$ cat src/rtl/sec_ded_enc_stream.sv
// ----------------------------------------------------------------------------
// sec_ded_enc_stream
//
// Streaming SEC-DED encoder. Each 32-bit data word becomes a 39-bit codeword:
// 32 data bits, 6 Hamming parity bits and one overall parity bit. The layout
// is bit-exact with the sec_ded_dec_top / corrector receive path:
//   out[i], i = 1..38   Hamming position i
//   parity bits         positions 1, 2, 4, 8, 16, 32
//   data bits           in[0] -> position 3, then ascending through the
//                       remaining non-power-of-two positions up to 38
//   out[0]              XOR of out[38:1] (even parity over all 39 bits)
//
// Data path: input handshake -> 2-entry skid buffer -> optional middle
// pipeline register -> registered output stage. A word arriving while the
// path is empty bypasses the skid buffer. in_rdy is a flop and drops exactly
// when both skid entries are occupied.
//
// Parameters
//   PIPE_STAGES  1 or 2; latency from input accept to out_vld. 2 adds a
//                middle register. Any other value builds as 1.
//   CNT_W        width of the transferred-codeword counter wcnt
//
// Ports
//   clk       in   1      clock, rising edge
//   rst_n     in   1      asynchronous active-low reset
//   in        in   32     data word
//   in_vld    in   1      in is valid
//   in_rdy    out  1      encoder accepts; transfer on in_vld & in_rdy
//   out       out  39     codeword; holds its value while not transferring
//   out_vld   out  1      out is valid
//   out_rdy   in   1      sink accepts; transfer on out_vld & out_rdy
//   wcnt      out  CNT_W  codewords transferred on out (wraps)
//   busy      out  1      any pipeline register or skid entry holds a word
//
// Optional feature, macro SEC_DED_ERR_INJ_EN:
//   inj_arm   in   1      one-cycle pulse latching inj_mask and arming
//   inj_mask  in   39     XOR mask applied to the next accepted codeword
//   The injection is one-shot; re-arming while armed replaces the mask.
//   Without the macro these ports and all injection logic are absent.
// ----------------------------------------------------------------------------
module sec_ded_enc_stream #(
    parameter int PIPE_STAGES = 1,
    parameter int CNT_W       = 16
) (
    input  logic             clk,
    input  logic             rst_n,
    input  logic [31:0]      in,
    input  logic             in_vld,
    output logic             in_rdy,
    output logic [38:0]      out,
    output logic             out_vld,
    input  logic             out_rdy,
    output logic [CNT_W-1:0] wcnt,
    output logic             busy
`ifdef SEC_DED_ERR_INJ_EN
    ,
    input  logic             inj_arm,
    input  logic [38:0]      inj_mask
`endif
);

    // Hamming encode. Data bits are scattered into the non-power-of-two
    // positions first, then each parity bit 2^k covers every data position
    // whose index has bit k set, then the overall parity closes it off.
    function automatic logic [38:0] sec_ded_encode(input logic [31:0] data);
        logic [38:0] cw;
        logic        par;
        int          di;
        cw = '0;
        di = 0;
        for (int pos = 1; pos < 39; pos++) begin
            if ((pos & (pos - 1)) != 0) begin
                cw[pos] = data[di];
                di++;
            end
        end
        for (int k = 0; k < 6; k++) begin
            par = 1'b0;
            for (int pos = 1; pos < 39; pos++) begin
                if ((((pos >> k) & 1) != 0) && ((pos & (pos - 1)) != 0)) begin
                    par = par ^ cw[pos];
                end
            end
            cw[1 << k] = par;
        end
        cw[0] = ^cw[38:1];
        return cw;
    endfunction

    logic              in_rdy_q;
    logic              in_fire;
    logic [38:0]       in_cw;

    logic [38:0]       skid_mem [2];
    logic              skid_wr;
    logic              skid_rd;
    logic [1:0]        skid_cnt;
    logic [1:0]        skid_cnt_nxt;
    logic              skid_empty;
    logic              skid_push;
    logic              skid_pop;

    logic              src_vld;
    logic [38:0]       src_dat;
    logic              head_free;
    logic              feed_vld;
    logic [38:0]       feed_dat;
    logic              mid_busy;

    logic              out_vld_q;
    logic [38:0]       out_q;
    logic              out_free;
    logic [CNT_W-1:0]  wcnt_q;

    assign in_fire = in_vld & in_rdy_q;

`ifdef SEC_DED_ERR_INJ_EN
    logic              inj_armed;
    logic [38:0]       inj_mask_q;

    // An arm pulse takes priority over the disarm, so an arm in the same
    // cycle as an accept applies to the following word, not this one.
    always_ff @(posedge clk or negedge rst_n) begin
        if (!rst_n) begin
            inj_armed  <= 1'b0;
            inj_mask_q <= '0;
        end else if (inj_arm) begin
            inj_armed  <= 1'b1;
            inj_mask_q <= inj_mask;
        end else if (in_fire && inj_armed) begin
            inj_armed  <= 1'b0;
        end
    end

    // The mask is folded in at accept time so the skid entry carries the
    // already-corrupted codeword and a later re-arm cannot affect it.
    assign in_cw = sec_ded_encode(in) ^ (inj_armed ? inj_mask_q : 39'h0);
`else
    assign in_cw = sec_ded_encode(in);
`endif

    // Source for the first pipeline register: the oldest skid entry if any,
    // otherwise the word being accepted right now (bypass). A new word goes
    // into the skid buffer whenever it cannot move straight on.
    always_comb begin
        skid_empty   = (skid_cnt == 2'd0);
        src_vld      = !skid_empty | in_fire;
        src_dat      = skid_empty ? in_cw : skid_mem[skid_rd];
        skid_pop     = !skid_empty & head_free;
        skid_push    = in_fire & !(skid_empty & head_free);
        skid_cnt_nxt = skid_cnt + {1'b0, skid_push} - {1'b0, skid_pop};
    end

    // in_rdy is computed from next-cycle occupancy so it is a pure flop
    // output yet still reads low exactly when both entries are filled.
    always_ff @(posedge clk or negedge rst_n) begin
        if (!rst_n) begin
            skid_mem[0] <= '0;
            skid_mem[1] <= '0;
            skid_wr     <= 1'b0;
            skid_rd     <= 1'b0;
            skid_cnt    <= 2'd0;
            in_rdy_q    <= 1'b0;
        end else begin
            if (skid_push) begin
                skid_mem[skid_wr] <= in_cw;
                skid_wr           <= ~skid_wr;
            end
            if (skid_pop) begin
                skid_rd <= ~skid_rd;
            end
            skid_cnt <= skid_cnt_nxt;
            in_rdy_q <= (skid_cnt_nxt != 2'd2);
        end
    end

    assign out_free = !out_vld_q | out_rdy;

    generate
        if (PIPE_STAGES == 2) begin : g_pipe2
            logic        mid_vld;
            logic [38:0] mid_dat;
            logic        mid_free;

            assign mid_free = !mid_vld | out_free;

            // Middle register; data only loads with a valid word so stale
            // contents never leak through as X or garbage.
            always_ff @(posedge clk or negedge rst_n) begin
                if (!rst_n) begin
                    mid_vld <= 1'b0;
                    mid_dat <= '0;
                end else if (mid_free) begin
                    mid_vld <= src_vld;
                    if (src_vld) begin
                        mid_dat <= src_dat;
                    end
                end
            end

            assign head_free = mid_free;
            assign feed_vld  = mid_vld;
            assign feed_dat  = mid_dat;
            assign mid_busy  = mid_vld;
        end else begin : g_pipe1
            assign head_free = out_free;
            assign feed_vld  = src_vld;
            assign feed_dat  = src_dat;
            assign mid_busy  = 1'b0;
        end
    endgenerate

    // Output register. It only changes when empty or transferring, and its
    // data only when a valid word replaces it, so out holds its last value.
    always_ff @(posedge clk or negedge rst_n) begin
        if (!rst_n) begin
            out_vld_q <= 1'b0;
            out_q     <= '0;
        end else if (out_free) begin
            out_vld_q <= feed_vld;
            if (feed_vld) begin
                out_q <= feed_dat;
            end
        end
    end

    always_ff @(posedge clk or negedge rst_n) begin
        if (!rst_n) begin
            wcnt_q <= '0;
        end else if (out_vld_q && out_rdy) begin
            wcnt_q <= wcnt_q + {{(CNT_W-1){1'b0}}, 1'b1};
        end
    end

    assign in_rdy  = in_rdy_q;
    assign out     = out_q;
    assign out_vld = out_vld_q;
    assign wcnt    = wcnt_q;
    assign busy    = out_vld_q | mid_busy | !skid_empty;

endmodule

$ cat config.mk
export PLATFORM = sky130hd
export DESIGN_NAME = sec_ded_enc_stream
export DESIGN_NICKNAME = d
export VERILOG_FILES = /design/src/rtl/sec_ded_enc_stream.sv
export SDC_FILE = /design/constraint.sdc
export NUM_CORES = 1
export LEC_CHECK = 0
export ABC_AREA = 1
export BUFFER_PORTS_ARGS = -buffer_cell sky130_fd_sc_hd__buf_2
export CAP_MARGIN = 40
export CORE_MARGIN = 2
export CORE_UTILIZATION = 45
export DETAILED_ROUTE_END_ITERATION = 6
export GPL_TIMING_DRIVEN = 0
export PLACE_DENSITY = 0.69
export RECOVER_POWER = 25
export SKIP_LAST_GASP = 1
export SYNTH_ARGS = -nofsm -noshare
export SYNTH_HDL_FRONTEND = slang
export SYNTH_SLANG_ARGS = --single-unit
$ cat constraint.sdc
create_clock -name clk -period 2.05 [get_ports clk]
set_clock_uncertainty 0.2 [all_clocks]
set_input_delay 0.3075 -clock clk [delete_from_list [all_inputs] [get_ports clk]]
set_output_delay 0.3075 -clock clk [all_outputs]
set_load 0.03 [all_outputs]
======== Word level (Yosys, flattened, before mapping) ========
Cells that the tools add are included.
operators by class
  add/sub/neg operators ................... 3
  $lt $le $gt $ge ......................... 3
  eq/ne operators ......................... 1
  muxes and demuxes ....................... 7
  bitwise gates (word level) .............. 95
  reductions and logical operators ........ 8
operators by type and width
  kind                                                      number
  2-to-1 mux 39 bit                                         5
  XOR 1 bit                                                 84
  bitwise mux 78 bit                                        1
  demux 39 bit (select 1 bit)                               1
  parity 38 bit                                             1
  adder 16 x 1 -> 16 bit, second input constant             1
  AND 1 bit                                                 4
  greater-or-equal comparator 2 bit, second input constant  2
  inverter 1 -> 2 bit                                       2
  logical NOT 1 bit                                         3
  OR 1 bit                                                  3
  adder 2 x 1 -> 2 bit                                      1
  logical AND 1 bit                                         2
  logical NOT 2 bit                                         1
  < comparator 2 x 1 -> 1 bit, second input constant        1
  inequality test 2 bit, second input constant              1
  inverter 1 bit                                            2
  AND reduction 2 bit                                       1
  subtractor 2 x 1 -> 2 bit                                 1
storage, ports and cells
  register bits after elaboration ......... 139
  input bits .............................. 36
  output and inout bits ................... 58
  word-level logic and storage cells ...... 126

======== Longest topological paths before layout ========
  word-level depth ........................ 19
  depth in mapped cells ................... 23
  mapped depth without buffers ............ 22

======== Least setup slack after synthesis ========
Ideal clock, no wire load.
  path type ............................... reg2reg
  start ................................... register skid_cnt[1]
  end ..................................... register in_rdy_q (netlist: in_rdy)
  setup time .............................. 0.127 ns
  data arrival time ....................... 1.906 ns
  data required time ...................... 1.723 ns
  path slack .............................. -0.183 ns
  stages on the path, launching flop included .. 9
  buffers on the path ..................... 1
  clock period less this slack ............ 2.233 ns
  cell sequence ........................... dfrtp_1 > nor2_1 > clkbuf_8 > nor2_1 > ha_1 > inv_1 > ha_1 > xor2_1 > or2_2
on the way
  elaborated cells between the ends (all ways) .. 9
  classes of those cells .................. 2 x add/sub; 1 x eq/ne; 3 x bitwise; 3 x reduce/logical
RTL lines
  what                       line  RTL
  from (decl)                97    logic [1:0] skid_cnt;
  from (signal assigned)     172   skid_cnt <= skid_cnt_nxt;
  logical NOT 2 bit          146   skid_empty = (skid_cnt == 2'd0);
  logical NOT 1 bit          149   skid_pop = !skid_empty & head_free;
  AND 1 bit                  149
  named net skid_pop         101   logic skid_pop;
  subtractor 2 x 1 -> 2 bit  151   skid_cnt_nxt = skid_cnt + {1'b0, skid_push} - {1'b0, skid_pop};
  inequality test 2 bit      173   in_rdy_q <= (skid_cnt_nxt != 2'd2);
  to (signal assigned)       173
  to (decl)                  90    logic in_rdy_q;
The timed path passes the listed nets, and every way through them passes these cells.
A chain may end at the register's enable or synchronous reset.

======== Worst setup path after layout ========
  start ................................... register skid_cnt[0]
  end ..................................... register in_rdy_q (netlist: in_rdy)
Same word-level chain as after synthesis.

==> results.ini <==
[placed_design]
dpl.hpwl_um = 15100
portBuffers = 82
pre_cts_ws_ns = -0.570
post-place-cells = 1320
gp_routability_congestion = 0.908
postPlaceCellArea_mm2 = 0.00826

[clocking]
clock_latency_ns = 0.43
cts_tree = built
cts_buffers = 17
h-tree-depth = 4
cts.sinks = 139
clockBufferDepth = 2
cts_root_buf = clkbuf_16
clkTransAtPathRegs_ns = 0.06

[grt]
grt_pass1_wl_um = 34300
grt_overflow = 0
grt.total_usage_pct = 24.6
grt_max_degree = 86
grt_pass1_vias = 6682
antenna_found_initial = 0

[flow_run]
max-cap-violations = 0

[sta]
drv_slew = 0
maxSlewHeadroom_pct = 47.3
setup_viol = 0
fmax_mhz = 489
layout_setup_ws_ns = 0.00521
hold_violations = 0
holdWs_ns = 0.00700
period_share_pct = 99.7
finalSetupTns_ns = 0
grt_setup_unrepaired = true
fin_crit_ns = 2.04
tightest_slew_ns = 0.791

[final_layout]
final-instance-count-excl-fill = 1373
postLayoutCellArea_mm2 = 0.00927
final_cell_mix = nand2_1, dfrtp_1, o21ai_0, a21oi_1, buf_2
drive_gt1_share_pct = 21.3
antenna_cells = 0
final_common_cell = nand2_1
n_fill_cell = 1574
area_growth_pct = 23.4
nNetsFinal = 1179

[run_status]
status = finished, final reports clean

[route]
wl_per_cell_um = 15.3
drc_errors = 0
vias_per_cell = 5.15
vias = 7073
ant_nets = 0
first_iter_violations = 635
drt_wl_total_um = 21100
drt_first_pass_iters = 5

[synthesis]
synth_cell_types = 31
synthAdderAreaFrac_pct = 0.499
synth_xor_area_share_pct = 5.13
muxShareOfSynthArea_pct = 0
synthSimpleGateAreaFrac_pct = 28.9
synth_seq_cells = 139
syn_area_mm2 = 0.00752
avgSynthCellArea_um2 = 7.40
yosysWarningCount = 0
synth_seq_area_share_pct = 46.3
mappedNetlistNets = 1054
synth-compound-area-share_pct = 12.3
netlist_instances = 1015
synth_top_family_by_area = simple AND/OR/NAND/NOR gates

[power_and_ir_drop]
p_leak_nw = 4.81
cellPowerDensity_mw_per_mm2 = 1530
irDropWorstVdd_mv = 0.790

[die]
start_util_pct = 45.6
io_pins = 94
die_h_um = 133
die-width_um = 133
dieArea_mm2 = 0.0178
core_area_mm2 = 0.0165
fp-row-count = 47

[worst_setup_path]
end_kind = flop
worstPathMaxFanout = 5
critPathLaunchType = flop
cp.arrival_ns = 2.16
path_class = flop to flop
cp_data_required_time_ns = 2.16

[hold_path]
hold_class = primary input to flop

## registers in the layout, summed over array words and instances (netlist names)
name / cells
in_rdy: 1
out_vld: 1
skid_mem: 78
out: 39
skid_wr: 1
wcnt: 16
skid_rd: 1
skid_cnt: 2
## metal layers
layer	GRT usage (%)	vias up	wire (um)
met5	0	-	0
met4	8.04	0	387
met3	4.11	28	1160
met2	40.2	234	9990
met1	33.5	3338	9540
li1	-	3473	-
## through the flow
step / power (mW) / utilization, %
floorplan: 8.77 / -
global placement: 10.5 / 49.9
detailed placement: 10.6 / 50.2
CTS: 14.1 / 55.3
global route: 15.2 / 56.3
finish: 14.2 / 56.3
## cell families (layout without fill, tap and decap cells)
kind of cell,Yosys count,count (layout)
compound gates,180,180
simple gates,529,529
flops,139,139
xor+xnor,44,44
fa+ha+maj,3,3
buf+inv,120,258
## power breakdown
part | total (mW) | internal (mW) | switching, mW
sequential | 4.62 | 3.95 | 0.671
clock | 3.33 | 2.08 | 1.25
combinational | 6.24 | 2.06 | 4.18
total | 14.2 | 8.08 | 6.11
## critical path, stage by stage (launching register included)
cell and delay [ns]:
dfrtp_1 0.41, nor2_4 0.19, clkbuf_8 0.17, nor2_2 0.05
ha_1 0.27, inv_1 0.04, ha_1 0.17, xor2_1 0.16
or2_2 0.27
## synthesized netlist by cell type, drive strengths merged
cell	number	area, um^2
a211oi	2	15.0
a21o	2	15.0
a21oi	75	375
a221oi	2	17.5
and3	1	6.26
buf	15	113
clkbuf	35	141
dfrtp	139	3480
ha	3	37.5
inv	70	263
nand2	454	1790
nand3	41	215
nand3b	6	45.0
nand4	1	6.26
nor2	23	93.8
nor3	2	10.0
o21ai	99	503
or2	1	6.26
xnor2	26	228
xor2	18	158
## layout make-up
class | instances | area (um^2) | area share (%)
flip-flops and latches | 139 | 3480 | 37.5
clock buffers | 19 | 443 | 4.78
well taps | 220 | 275 | 2.97
clock inverters | 13 | 190 | 2.05
inverters | 70 | 278 | 3.00
repair buffers | 109 | 661 | 7.12
multi-input cells | 756 | 3660 | 39.5
plain buffers | 47 | 285 | 3.08
## worst paths after layout
kind	startpoint	to	slack, ns	cells after the start
setup / recovery	skid_cnt[0]$_DFF_PN0_	in_rdy$_DFF_PN0_	0.005	8
hold / removal	in[3]	skid_mem[46]$_DFFE_PN0P_	0.007	3
setup reg to reg	skid_cnt[0]$_DFF_PN0_	in_rdy$_DFF_PN0_	0.005	8
hold reg to reg	out[8]$_DFFE_PN0P_	out[8]$_DFFE_PN0P_	0.27	1
max in group asynchronous	rst_n	out[11]$_DFFE_PN0P_	0.30	3
min in group asynchronous	rst_n	wcnt[7]$_DFFE_PN0P_	0.20	2
## repair_timing
action	CTS	global route
hold buffers	14	0
endpoints found under the hold margin	69	0
pin swaps	1	6
resized for setup	28	71
setup endpoints to repair	112	104
buffers inserted	4	6
No activity file was read; power rests on OpenSTA's default activity.
